[config.mk]
export PLATFORM = sky130hd
export DESIGN_NAME = serial_subtractor_flat
export DESIGN_NICKNAME = d
export VERILOG_FILES = /design/src/rtl/serial_subtractor_if.sv /design/src/rtl/serial_subtractor.sv /design/src/flat_wrapper.sv
export SDC_FILE = /design/constraint.sdc
export NUM_CORES = 1
export LEC_CHECK = 0
export BUFFER_PORTS_ARGS = -buffer_cell sky130_fd_sc_hd__buf_2
export CORE_UTILIZATION = 32
export DETAILED_ROUTE_END_ITERATION = 12
export PLACE_DENSITY = 0.51
export SYNTH_ARGS = -nofsm -noshare
export SYNTH_HDL_FRONTEND = slang
export SYNTH_SLANG_ARGS = --single-unit
[constraint.sdc]
create_clock -name clk -period 3 [get_ports clk]
set_clock_uncertainty 0.15 [all_clocks]
set_input_delay 0.6 -clock clk [delete_from_list [all_inputs] [get_ports clk]]
set_output_delay 0.6 -clock clk [all_outputs]
set_load 0.03 [all_outputs]
[src/rtl/serial_subtractor_if.sv]
// Operand/result bundle for the bit-serial subtractor.
// The ovf signal exists only when SERIAL_SUB_OVF_EN is defined.
interface serial_subtractor_if #(
    parameter int WIDTH = 8
);
    logic             start;
    logic [WIDTH-1:0] a;
    logic [WIDTH-1:0] b;
    logic             busy;
    logic             done;
    logic [WIDTH-1:0] diff;
    logic             borrow;
`ifdef SERIAL_SUB_OVF_EN
    logic             ovf;
`endif

    modport master (
        output start,
        output a,
        output b,
`ifdef SERIAL_SUB_OVF_EN
        input  ovf,
`endif
        input  busy,
        input  done,
        input  diff,
        input  borrow
    );

    modport slave (
        input  start,
        input  a,
        input  b,
`ifdef SERIAL_SUB_OVF_EN
        output ovf,
`endif
        output busy,
        output done,
        output diff,
        output borrow
    );
endinterface

[src/rtl/serial_subtractor.sv]
// Bit-serial a - b, LSB first, one full-subtractor cell plus a borrow flop.
// Optional signed-overflow output is enabled by defining SERIAL_SUB_OVF_EN.
module serial_subtractor #(
    parameter int WIDTH = 8
) (
    input  logic                 clk,
    input  logic                 rst_n,
    serial_subtractor_if.slave   bus
);
    localparam int CW = $clog2(WIDTH);

    typedef enum logic [1:0] {
        IDLE  = 2'd0,
        SHIFT = 2'd1,
        DONE  = 2'd2
    } state_t;

    state_t           state;
    state_t           state_next;
    logic [WIDTH-1:0] sa;
    logic [WIDTH-1:0] sb;
    logic [WIDTH-1:0] sr;
    logic [CW-1:0]    cnt;
    logic             br;
    logic             d_bit;
    logic             br_next;
    logic             last_bit;
    logic [WIDTH-1:0] sr_next;
`ifdef SERIAL_SUB_OVF_EN
    logic             a_msb;
    logic             b_msb;
`endif

    always_comb begin
        d_bit      = sa[0] ^ sb[0] ^ br;
        br_next    = (~sa[0] & sb[0]) | (~(sa[0] ^ sb[0]) & br);
        sr_next    = {d_bit, sr[WIDTH-1:1]};
        last_bit   = (cnt == CW'(WIDTH - 1));
        state_next = state;
        case (state)
            IDLE:    if (bus.start) state_next = SHIFT;
            SHIFT:   if (last_bit)  state_next = DONE;
            DONE:    state_next = IDLE;
            default: state_next = IDLE;
        endcase
    end

    always_ff @(posedge clk) begin
        if (!rst_n) state <= IDLE;
        else        state <= state_next;
    end

    // Datapath and registered outputs; diff/borrow only move on the final shift edge.
    always_ff @(posedge clk) begin
        if (!rst_n) begin
            sa         <= '0;
            sb         <= '0;
            sr         <= '0;
            cnt        <= '0;
            br         <= 1'b0;
            bus.busy   <= 1'b0;
            bus.done   <= 1'b0;
            bus.diff   <= '0;
            bus.borrow <= 1'b0;
`ifdef SERIAL_SUB_OVF_EN
            a_msb      <= 1'b0;
            b_msb      <= 1'b0;
            bus.ovf    <= 1'b0;
`endif
        end else begin
            bus.busy <= (state_next != IDLE);
            bus.done <= (state_next == DONE);
            case (state)
                IDLE: begin
                    if (bus.start) begin
                        sa  <= bus.a;
                        sb  <= bus.b;
                        br  <= 1'b0;
                        cnt <= '0;
`ifdef SERIAL_SUB_OVF_EN
                        a_msb <= bus.a[WIDTH-1];
                        b_msb <= bus.b[WIDTH-1];
`endif
                    end
                end
                SHIFT: begin
                    sa <= sa >> 1;
                    sb <= sb >> 1;
                    br <= br_next;
                    sr <= sr_next;
                    if (last_bit) begin
                        bus.diff   <= sr_next;
                        bus.borrow <= br_next;
`ifdef SERIAL_SUB_OVF_EN
                        bus.ovf    <= (a_msb ^ b_msb) & (a_msb ^ d_bit);
`endif
                    end else begin
                        cnt <= cnt + 1'b1;
                    end
                end
                default: ;
            endcase
        end
    end
endmodule
[src/flat_wrapper.sv]
// flat-port wrapper written by rule: the top's interface ports become plain ports
module serial_subtractor_flat 
#(
    parameter int WIDTH = 8
)
  (clk, rst_n, bus_start, bus_a, bus_b, bus_busy, bus_done, bus_diff, bus_borrow);
  serial_subtractor_if #(.WIDTH(WIDTH)) bus_i ();
  input  logic clk;
  input  logic rst_n;
  input wire logic [$bits(bus_i.start)-1:0] bus_start;
  input wire logic [$bits(bus_i.a)-1:0] bus_a;
  input wire logic [$bits(bus_i.b)-1:0] bus_b;
  output wire logic [$bits(bus_i.busy)-1:0] bus_busy;
  output wire logic [$bits(bus_i.done)-1:0] bus_done;
  output wire logic [$bits(bus_i.diff)-1:0] bus_diff;
  output wire logic [$bits(bus_i.borrow)-1:0] bus_borrow;
  assign bus_i.start = bus_start;
  assign bus_i.a = bus_a;
  assign bus_i.b = bus_b;
  assign bus_busy = bus_i.busy;
  assign bus_done = bus_i.done;
  assign bus_diff = bus_i.diff;
  assign bus_borrow = bus_i.borrow;
  serial_subtractor #(.WIDTH(WIDTH)) u_core (.clk(clk), .rst_n(rst_n), .bus(bus_i));
endmodule
==> impl_metrics.ini <==
[status]
status = complete, no violations

[yosys]
synth.top_cell.area_share_pct = 46.99
syn_inst = 172
ys_types = 27
synth-seq-cells = 40
yosys_warnings = 0
postSynthAreaPerCell_um2 = 9.908
synthTopCellsByArea = dfxtp_1 (47%), nand2_1 (11%), o211a_1 (8.8%), mux2i_1 (8.2%), a21boi_1 (3.5%)
synth_area_leader_cell = dfxtp_1
seq_area_frac_synth_pct = 46.99
syn_area_mm2 = 0.001704
syn_nets = 194

[setup_path]
crit_chain = ha_1, ha_1, and3b_2, nor2_1, o22ai_1
cp.required_ns = 3.02
crit_arrival_ns = 1.65
critical_path.max_fanout = 13
cpPeakStageDelay_ns = 0.33
critPathKind = flop to flop
cp-end-kind = flop
cpMaxStageDelayCell = dfxtp_1
startpoint_type = flop
critical_path.most_common_cell = ha_1

[routing]
dr.first_iter.drc_count = 30
drtAntennaViolNets = 0
viasPerCell = 4.556
wl_per_cell_um = 10.90
wirelength_um = 2943
drcViolationCount = 0
dr.pass1.iters = 4
vias = 1230

[placed_design]
dp_slack_ns = 1.227
post-dp-hpwl_um = 1965
port_buffers = 29
post_dp_cell_area_mm2 = 0.001854
place_congestion = 0.6896

[pwr]
p_leak_nw = 0.9303
powerDensity_mw_per_mm2 = 532.8
max-vdd-ir-drop_v = 0.0002599

[floorplanning]
start_util_pct = 33.37
coreArea_mm2 = 0.005107
dieArea_mm2 = 0.005621
die_w_um = 74.98
rows = 26
ioPinCount = 30
die_h_um = 74.98

[timing]
setup_violations = 0
rsz0062_at_grt = false
tns_ns = 0
worst_slack_ns = 1.369
drv_slew = 0
max_freq_mhz = 613.1
fin_crit_sh_pct = 54.36
hold_viol = 0
worst_pin_slew_ns = 0.6783
max_slew_margin_pct = 54.69
fin_crit_ns = 1.631

[finish]
fin_nets = 221
areaGrowthSynthToFinish_pct = 14.10
antenna_cells = 0
drive_gt1_share_pct = 20.50
design_area_mm2 = 0.001944

[job]
max-cap-violations = 0

[global_route]
antenna_found_initial = 0
overflow = 0
grt_start_max_net_pins = 43
grt_util_all_layers_pct = 12.37
grt_first_pass_wirelength_um = 5140
grt_pass1_vias = 1136

[clocking]
cts_tree = built
path_clk_slew_ns = 0.08
holdBufCountCts = 0
ctsResizeCount = 0
cts_inserted_buffers = 5
cts.path.max_buffers = 2
cts_sinks = 40
clk_latency_ns = 0.28
cts_root_buffer = clkbuf_8
cts_max_level = 2
cts_setup_buffers = 0

[hold_path]
hold_class = flop to flop
==> per-layer routing <==
layer | global-route usage, % | wire length [um] | vias to the layer above
met3 | 4.953 | 165 | 6
met5 | 0 | 0 | -
li1 | - | - | 643
met2 | 20.12 | 1298 | 30
met1 | 14.79 | 1439 | 551
met4 | 4.403 | 39 | 0
==> worst paths after layout <==
check,start,to,cells past startpoint,slack (ns)
max,u_core.cnt[0]$_SDFFE_PN0P_,u_core.cnt[0]$_SDFFE_PN0P_,5,1.37
min,u_core.bus.diff[2]$_SDFFE_PN0P_,u_core.bus.diff[2]$_SDFFE_PN0P_,2,0.30
max reg2reg,u_core.cnt[0]$_SDFFE_PN0P_,u_core.cnt[0]$_SDFFE_PN0P_,5,1.37
min reg2reg,u_core.bus.diff[2]$_SDFFE_PN0P_,u_core.bus.diff[2]$_SDFFE_PN0P_,2,0.30
==> sequential cells by signal (all words and copies together) (netlist names) <==
register and cells:
u_core.bus.busy 1, u_core.sa 8, u_core.bus.done 1, u_core.bus.diff 8, u_core.sb 8, u_core.cnt 3, u_core.bus.borrow 1, u_core.sr 7
u_core.br 1, u_core.state 2
==> Yosys cell counts <==
master    count
nor3b_1       1
inv_1         1
clkbuf_1      4
nand2b_1      3
and3_1        1
a21boi_0      7
o22ai_1       3
a21boi_1      8
fa_1          1
dfxtp_1      40
nor2b_1       4
and2_4        1
o21bai_2      1
and3b_2       1
buf_12        1
mux2i_1      14
a22oi_1       3
o211a_1      15
ha_1          2
buf_8         2
buf_6         2
nor2_1        1
buf_2         2
o21ba_1       1
and2_1        2
nand2_1      50
nand3b_2      1
==> stage by stage <==
stage	hold WS, ns	instances	utilization [%]	total power [mW]
2_1_floorplan	0.2912	172	-	0.6696
3_3_place_gp	0.2959	262	36.31	0.6883
3_5_place_dp	0.2933	262	36.31	0.6885
4_1_cts	0.3041	270	38.07	1.055
5_1_grt	0.3193	270	38.07	1.092
6_report	0.3006	270	38.07	1.036
==> final cells by class <==
class	count	area, um^2
well taps	70	87.58
inverters	1	3.754
fillers	577	3163
repair buffers	31	160.2
clock buffers	8	90.09
flip-flops and latches	40	800.8
multi-input cells	120	802.0
==> power by group <==
part	internal, mW	leakage [nW]	switching [mW]
sequential	0.555	0.327	0.0116
clock	0.188	0.0455	0.175
combinational	0.0519	0.558	0.0551
==> worst max-delay path, delay by kind of cell, from the launching register on <==
kind                       cells  cell delay (ns)
and+or+nand+nor                2             0.53
AOI/OAI and AO/OA              1             0.10
DFF                            1             0.33
adders and majority gates      2             0.42
==> layout by cell type, fill, tap and decap left out, types with 2 or more instances in the layout <==
cell,instances
mux2i_1,14
and2_1,2
clkbuf_1,2
a22oi_1,3
clkbuf_8,6
nand2_1,50
ha_1,2
nor2b_1,4
buf_2,29
a21boi_1,8
dfxtp_1,40
a21boi_0,7
o211a_1,15
nand2b_1,3
o22ai_1,3
buf_4,2
==> kinds of logic after synthesis <==
kind of cell | count (synthesis) | synth area share (%)
multiplexers | 14 | 8.223
adder cells (fa/ha/maj) | 3 | 2.643
AO/OA/AOI/OAI | 38 | 19.09
buffers and inverters | 12 | 5.947
AND/OR/NAND/NOR | 65 | 17.11
flip-flops | 40 | 46.99
Power figures use the tool's default switching activity.
